--- src/rtl/store_data_aligner_pkg.sv ---
// Shared constants and types for the store data aligner.
// Covers the STORE opcode, the funct3 width codes and the FSM state encoding.
package store_pkg;

  localparam logic [6:0] OPCODE_STORE = 7'b0100011;
  localparam logic [2:0] F3_SB        = 3'b000;
  localparam logic [2:0] F3_SH        = 3'b001;
  localparam logic [2:0] F3_SW        = 3'b010;

  typedef enum logic [1:0] {
    IDLE  = 2'd0,
    BEAT0 = 2'd1,
    BEAT1 = 2'd2,
    RESP  = 2'd3
  } state_e;

endpackage

--- src/rtl/store_data_aligner_if.sv ---
// Request and memory-write bundle for the store data aligner.
// The slave modport is the aligner's view; master is the surrounding pipeline/memory.
interface store_data_aligner_if #(
  parameter int WIDTH      = 32,
  parameter int ADDR_WIDTH = 32
);
  logic                  req_valid;
  logic                  req_ready;
  logic [WIDTH-1:0]      inst;
  logic [ADDR_WIDTH-1:0] addr;
  logic [WIDTH-1:0]      wdata_in;
  logic                  mem_valid;
  logic                  mem_ready;
  logic [ADDR_WIDTH-1:0] mem_addr;
  logic [WIDTH-1:0]      mem_wdata;
  logic [3:0]            mem_be;
  logic                  done;
  logic                  illegal;

  modport slave (
    input  req_valid, inst, addr, wdata_in, mem_ready,
    output req_ready, mem_valid, mem_addr, mem_wdata, mem_be, done, illegal
  );

  modport master (
    output req_valid, inst, addr, wdata_in, mem_ready,
    input  req_ready, mem_valid, mem_addr, mem_wdata, mem_be, done, illegal
  );
endinterface

--- src/rtl/store_data_aligner_lane_gen.sv ---
// Combinational lane generator for stores.
// Turns funct3/offset/data into an 8-lane byte-enable and 64-bit shifted data spanning two words.
module store_lane_gen
  import store_pkg::*;
(
  input  logic [2:0]  funct3_i,
  input  logic [1:0]  off_i,
  input  logic [31:0] data_i,
  output logic [7:0]  be8_o,
  output logic [63:0] data64_o,
  output logic        legal_o
);

  logic [3:0]  base_be;
  logic [31:0] masked;

  always_comb begin
    base_be = 4'b0000;
    masked  = 32'h0;
    legal_o = 1'b1;
    case (funct3_i)
      F3_SB: begin base_be = 4'b0001; masked = {24'h0, data_i[7:0]};  end
      F3_SH: begin base_be = 4'b0011; masked = {16'h0, data_i[15:0]}; end
      F3_SW: begin base_be = 4'b1111; masked = data_i;                end
      default: legal_o = 1'b0;
    endcase
    be8_o    = {4'b0000, base_be} << off_i;
    data64_o = {32'h0, masked} << {off_i, 3'b000};
  end

endmodule

--- src/rtl/store_data_aligner.sv ---
// Store data aligner: splits SB/SH/SW into word-aligned write beats with byte enables.
// Beat 0 is computed from the live request at acceptance; the upper half is kept for beat 1.
module store_data_aligner
  import store_pkg::*;
#(
  parameter int WIDTH      = 32,
  parameter int ADDR_WIDTH = 32
) (
  input  logic                clk,
  input  logic                reset,
  store_data_aligner_if.slave bus
);

  state_e                state_q, state_d;
  logic                  mem_valid_q;
  logic [ADDR_WIDTH-1:0] mem_addr_q;
  logic [31:0]           mem_wdata_q;
  logic [3:0]            mem_be_q;
  logic [3:0]            hi_be_q;
  logic [31:0]           hi_data_q;
  logic                  illegal_q;

  logic [7:0]  be8;
  logic [63:0] data64;
  logic        f3_legal;
  logic        legal;
  logic        accept;
  logic        xfer;
  logic        unused_inst;

  store_lane_gen u_lane_gen (
    .funct3_i (bus.inst[14:12]),
    .off_i    (bus.addr[1:0]),
    .data_i   (bus.wdata_in[31:0]),
    .be8_o    (be8),
    .data64_o (data64),
    .legal_o  (f3_legal)
  );

  assign unused_inst = ^{bus.inst[WIDTH-1:15], bus.inst[11:7]};
  assign legal       = f3_legal && (bus.inst[6:0] == OPCODE_STORE);
  assign accept      = bus.req_valid && (state_q == IDLE);
  assign xfer        = mem_valid_q && bus.mem_ready;

  always_ff @(posedge clk) begin
    if (reset) state_q <= IDLE;
    else       state_q <= state_d;
  end

  always_comb begin
    state_d = state_q;
    case (state_q)
      IDLE:  if (accept) state_d = legal ? BEAT0 : RESP;
      BEAT0: if (xfer)   state_d = (hi_be_q != 4'b0000) ? BEAT1 : RESP;
      BEAT1: if (xfer)   state_d = RESP;
      RESP:              state_d = IDLE;
      default:           state_d = IDLE;
    endcase
  end

  always_comb begin
    bus.req_ready = (state_q == IDLE);
    bus.done      = (state_q == RESP);
    bus.illegal   = (state_q == RESP) && illegal_q;
    bus.mem_valid = mem_valid_q;
    bus.mem_addr  = mem_addr_q;
    bus.mem_wdata = mem_wdata_q;
    bus.mem_be    = mem_be_q;
  end

  // Beat registers: loaded at accept, advanced or cleared on each transfer.
  always_ff @(posedge clk) begin
    if (reset) begin
      mem_valid_q <= 1'b0;
      mem_addr_q  <= '0;
      mem_wdata_q <= '0;
      mem_be_q    <= '0;
      hi_be_q     <= '0;
      hi_data_q   <= '0;
      illegal_q   <= 1'b0;
    end else begin
      case (state_q)
        IDLE: if (accept) begin
          illegal_q <= ~legal;
          if (legal) begin
            mem_valid_q <= 1'b1;
            mem_addr_q  <= {bus.addr[ADDR_WIDTH-1:2], 2'b00};
            mem_be_q    <= be8[3:0];
            mem_wdata_q <= data64[31:0];
            hi_be_q     <= be8[7:4];
            hi_data_q   <= data64[63:32];
          end
        end
        BEAT0: if (xfer) begin
          if (hi_be_q != 4'b0000) begin
            mem_addr_q  <= mem_addr_q + ADDR_WIDTH'(4);
            mem_be_q    <= hi_be_q;
            mem_wdata_q <= hi_data_q;
          end else begin
            mem_valid_q <= 1'b0;
            mem_be_q    <= '0;
            mem_wdata_q <= '0;
          end
        end
        BEAT1: if (xfer) begin
          mem_valid_q <= 1'b0;
          mem_be_q    <= '0;
          mem_wdata_q <= '0;
        end
        default: ;
      endcase
    end
  end

endmodule

--- src/flat_wrapper.sv ---
// flat-port wrapper written by rule: the top's interface ports become plain ports
module store_data_aligner_flat import store_pkg::*;
#(
  parameter int WIDTH      = 32,
  parameter int ADDR_WIDTH = 32
)
  (clk, reset, bus_req_valid, bus_inst, bus_addr, bus_wdata_in, bus_mem_ready, bus_req_ready, bus_mem_valid, bus_mem_addr, bus_mem_wdata, bus_mem_be, bus_done, bus_illegal);
  store_data_aligner_if #(.WIDTH(WIDTH), .ADDR_WIDTH(ADDR_WIDTH)) bus_i ();
  input  logic clk;
  input  logic reset;
  input wire logic [$bits(bus_i.req_valid)-1:0] bus_req_valid;
  input wire logic [$bits(bus_i.inst)-1:0] bus_inst;
  input wire logic [$bits(bus_i.addr)-1:0] bus_addr;
  input wire logic [$bits(bus_i.wdata_in)-1:0] bus_wdata_in;
  input wire logic [$bits(bus_i.mem_ready)-1:0] bus_mem_ready;
  output wire logic [$bits(bus_i.req_ready)-1:0] bus_req_ready;
  output wire logic [$bits(bus_i.mem_valid)-1:0] bus_mem_valid;
  output wire logic [$bits(bus_i.mem_addr)-1:0] bus_mem_addr;
  output wire logic [$bits(bus_i.mem_wdata)-1:0] bus_mem_wdata;
  output wire logic [$bits(bus_i.mem_be)-1:0] bus_mem_be;
  output wire logic [$bits(bus_i.done)-1:0] bus_done;
  output wire logic [$bits(bus_i.illegal)-1:0] bus_illegal;
  assign bus_i.req_valid = bus_req_valid;
  assign bus_i.inst = bus_inst;
  assign bus_i.addr = bus_addr;
  assign bus_i.wdata_in = bus_wdata_in;
  assign bus_i.mem_ready = bus_mem_ready;
  assign bus_req_ready = bus_i.req_ready;
  assign bus_mem_valid = bus_i.mem_valid;
  assign bus_mem_addr = bus_i.mem_addr;
  assign bus_mem_wdata = bus_i.mem_wdata;
  assign bus_mem_be = bus_i.mem_be;
  assign bus_done = bus_i.done;
  assign bus_illegal = bus_i.illegal;
  store_data_aligner #(.WIDTH(WIDTH), .ADDR_WIDTH(ADDR_WIDTH)) u_core (.clk(clk), .reset(reset), .bus(bus_i));
endmodule
--- config.mk ---
export PLATFORM = sky130hd
export DESIGN_NAME = store_data_aligner_flat
export DESIGN_NICKNAME = d
export VERILOG_FILES = /design/src/rtl/store_data_aligner_pkg.sv /design/src/rtl/store_data_aligner_if.sv /design/src/rtl/store_data_aligner_lane_gen.sv /design/src/rtl/store_data_aligner.sv /design/src/flat_wrapper.sv
export SDC_FILE = /design/constraint.sdc
export NUM_CORES = 1
export LEC_CHECK = 0
export ABC_CLOCK_PERIOD_IN_PS = 3600
export CORE_UTILIZATION = 50
export DETAILED_ROUTE_END_ITERATION = 8
export GPL_TIMING_DRIVEN = 0
export PLACE_DENSITY = 0.86
export SETUP_SLACK_MARGIN = 0.5
export SYNTH_ARGS = -nofsm -noshare
export SYNTH_HDL_FRONTEND = slang
export SYNTH_SLANG_ARGS = --single-unit
export TNS_END_PERCENT = 20
--- constraint.sdc ---
create_clock -name clk -period 3.6 [get_ports clk]
set_input_delay 0.72 -clock clk [delete_from_list [all_inputs] [get_ports clk]]
set_output_delay 0.72 -clock clk [all_outputs]
set_load 0.01 [all_outputs]
==> impl.org <==
** Logic synthesis
- Primary FF master, synth :: sky130_fd_sc_hd__dfxtp_1
- Number of standard cells after synthesis :: 647
- Of the synthesized area, sequential elements account for about 37%.
- Synth warn :: 0
- Of all flip-flops after synthesis, the portion carrying an async set or reset was 0%.
- Mapped Area :: between 0.005 and 0.006 mm2
- Synthesis inferred 97 register bits.
- The synthesized design contains 0 enable-type register cells.
- Averaged over all synthesized cells, the footprint is 8.093 um2.
- Yosys mapped the design onto 70 distinct sky130hd cell types.

** Route
- Post-route antenna net violation count :: 0
- Vias :: just over 6,000
- Using the TritonRoute via totals, the vias-per-cell ratio works out to about 6.4.
- Routed len/inst :: between 20 and 25 um
- 1st-pass router iterations :: 6
- # DRC :: 0
- Total Wirelength :: 19.16 mm
- Number of design-rule violations left by the first detailed-router iteration :: 610

** Clock network
- The clock reaches the later pin of the worst-skew pair after 0.37 ns.
- For this design, the CTS-stage hold fixing added 0 buffers.
- Clk pin slew, worst setup/hold paths :: 0.10 ns
- TritonCTS built the clock tree.
- Number of clock buffers inserted by TritonCTS :: 9
- Total number of clock tree sinks :: between 90 and 100
- The H-tree was split into 3 levels.
- The number of gates resized after CTS was 0.
- In this run the post-CTS setup repair buffer count came out at 0.
- CTS root buffer :: sky130_fd_sc_hd__clkbuf_8
- The longest clock path from root to sink contains 2 buffers.

** GRT
- The first global-routing pass estimated 30.42 mm of wire.
- In the global route stage, overall resource usage came out at roughly a third.
- Entering global routing, the biggest net connects 18 pins.
- The initial antenna violation count was 0.
- Total grt overflow :: 0
- The number of global-route vias before repair came to just under 6,000.

** Min path
- Class of the most critical hold timing path :: flip-flop to flip-flop

** Timing
- The final critical path takes up 76.06% of the cycle.
- Setup repair after global routing left no endpoint under its margin.
- Maximum clock frequency :: between 300 and 400 MHz
- Clock skew on the completed layout was measured at 0.01198 ns.
- Post-route setup TNS :: 0 ns
- The number of pins exceeding their max-slew limit in the final report came to 0.
- Hold violation total from the final report :: 0
- Worst slew margin relative to its limit :: between 30 and 40%
- Setup violations remaining at the end of the flow were counted as 0.
- At the pin with the least slew margin, the transition time is about 0.90 ns.
- For the finished layout, the period the worst path requires is 2.738 ns.

** Die
- Pin placement for this block handled between 150 and 200 I/O pins.
- Horizontal extent of the die :: 104.3 um
- For this configuration, the core starts out at a cell density of between 50 and 60%.
- The floorplan step defined a die boundary enclosing 0.01089 mm2.
- In this run the core area contains 36 standard-cell rows.
- Core Box Area :: between 0.009 and 0.01 mm2
- Measured along the y axis, the die boundary spans around 100 um.

** Placed design
- In this run the tool buffered the top-level ports with ~140 buffer cells.
- Final RePlAce weighted congestion :: around 0.96
- Number of cells after detailed placement :: roughly 900
- DP HPWL :: approximately 15 mm

** Worst setup path
- Kind of capture point of the worst setup path :: flip-flop
- Critical Path Source Type :: primary input
- Critical path data required time :: 3.85 ns
- The setup path with the least slack is of type primary input to flip-flop.
- Arrival time of the worst setup path :: between 2 and 3 ns
- Maximum net fanout on the critical path :: 10

** Power
- Peak supply drop :: around 0.39 mV
- Summed over all cells, the static leakage comes to approximately 2.4 nW.
- Overall power consumption after layout is estimated at around 5 mW.
- P per Cell Area :: around 700 mW/mm2

** Final layout
- Fraction of layout instances using a drive strength above 1 :: roughly 7.9%
- In the final design database the tool counted roughly 910 nets.
- Most common cell after layout, fill and taps aside :: sky130_fd_sc_hd__clkdlybuf4s50_1
- Compared with the post-synthesis result, the final layout area differs by 34.48%.
- Antenna Cells :: 0
- In the layout the commonest cells are sky130_fd_sc_hd__clkdlybuf4s50_1, sky130_fd_sc_hd__dfxtp_1, sky130_fd_sc_hd__nand2_1, sky130_fd_sc_hd__nor2_1.
- Final std cells w/o fill :: between 900 and 1,000

** Outcome
- Outcome :: finished, final reports clean

** Job
- Across the run, the number of max-cap violations was 0.
-- cell families after synthesis --
kind of cell    share of synthesized area, %
mux                                    2.270
compound gates                         30.16
other cells                          0.07162
simple gates                           23.25
fa+ha+maj                              1.434
flops                                  37.08
buf+inv                                5.568
xor+xnor                              0.1673
-- registers in the layout, indices dropped and copies added (netlist names) --
| name | count |
|---|---|
| u_core.illegal_q | 1 |
| u_core.state_q | 2 |
| u_core.bus.mem_wdata | 32 |
| u_core.hi_be_q | 3 |
| u_core.hi_data_q | 24 |
| u_core.bus.mem_valid | 1 |
| u_core.bus.mem_addr | 30 |
| u_core.bus.mem_be | 4 |
-- per-stage QoR --
| step | hold slack, ns | util (%) | instance area, um2 | worst slack, ns |
|---|---|---|---|---|
| after global routing | 0.4868 | 70.74 | 7042 | 0.7626 |
| after global placement | 0.4347 | 68.69 | 6838 | 0.5971 |
| after detailed placement | 0.4418 | 68.69 | 6838 | 0.5243 |
| final | 0.4680 | 70.74 | 7042 | 0.8620 |
| after CTS | 0.4645 | 70.74 | 7042 | 0.9223 |
| after floorplan | 0.4251 | - | 5240 | 1.410 |
-- cell usage after synthesis (16+ instances only) --
| cell | instances | area [um2] |
|---|---|---|
| sky130_fd_sc_hd__o21ai_0 | 48 | 240.2 |
| sky130_fd_sc_hd__dfxtp_1 | 97 | 1942 |
| sky130_fd_sc_hd__buf_2 | 18 | 90.09 |
| sky130_fd_sc_hd__nor3_1 | 26 | 130.1 |
| sky130_fd_sc_hd__clkbuf_1 | 30 | 112.6 |
| sky130_fd_sc_hd__a211oi_1 | 16 | 120.1 |
| sky130_fd_sc_hd__a22o_1 | 27 | 236.5 |
| sky130_fd_sc_hd__a221oi_1 | 18 | 157.7 |
| sky130_fd_sc_hd__a21oi_1 | 48 | 240.2 |
| sky130_fd_sc_hd__nand2_1 | 57 | 214.0 |
| sky130_fd_sc_hd__nor2_1 | 57 | 214.0 |
| sky130_fd_sc_hd__nand3_1 | 17 | 85.08 |
-- worst paths after layout --
check | startpoint | end | slack [ns] | depth (start not counted)
worst max-delay path | bus_inst[13] | u_core.bus.mem_wdata[0] | 0.86 | 7
worst min-delay path | u_core.hi_data_q[9] | u_core.hi_data_q[9] | 0.47 | 2
worst max register to register | u_core.state_q[1] | u_core.bus.mem_wdata[0] | 0.98 | 9
worst min register to register | u_core.hi_data_q[9] | u_core.hi_data_q[9] | 0.47 | 2
-- worst max-delay path, cell delays in order --
cell and delay, ns:
sky130_fd_sc_hd__clkdlybuf4s50_1 0.56, sky130_fd_sc_hd__a21oi_2 0.35, sky130_fd_sc_hd__a31o_2 0.25, sky130_fd_sc_hd__nand3b_2 0.25, sky130_fd_sc_hd__clkbuf_1 0.35, sky130_fd_sc_hd__a221oi_1 0.42
sky130_fd_sc_hd__nor3_1 0.08
-- layout make-up --
type	instances	area, um2
buffer	56	246.5
clock buffer	10	127.6
clock inverter	6	76.32
fill	816	2913
inverter	12	45.04
multi-input combinational	483	3007
sequential	97	1942
tap	133	166.4
timing repair buffer	143	1431
-- power by group --
part	switching, mW	internal, mW
sequential	0.280	1.36
combinational	1.51	1.12
clock	0.418	0.332
-- per-layer routing --
layer / GRT usage (%) / part of all wire (%) / up-vias
li1: - / - / 2745
met1: 46.88 / 40 / 2824
met2: 55.53 / 45 / 440
met3: 6.391 / 12 / 49
met4: 16.02 / 3.0 / 0
met5: 0 / 0 / -
(Power assumes the default switching activity.)
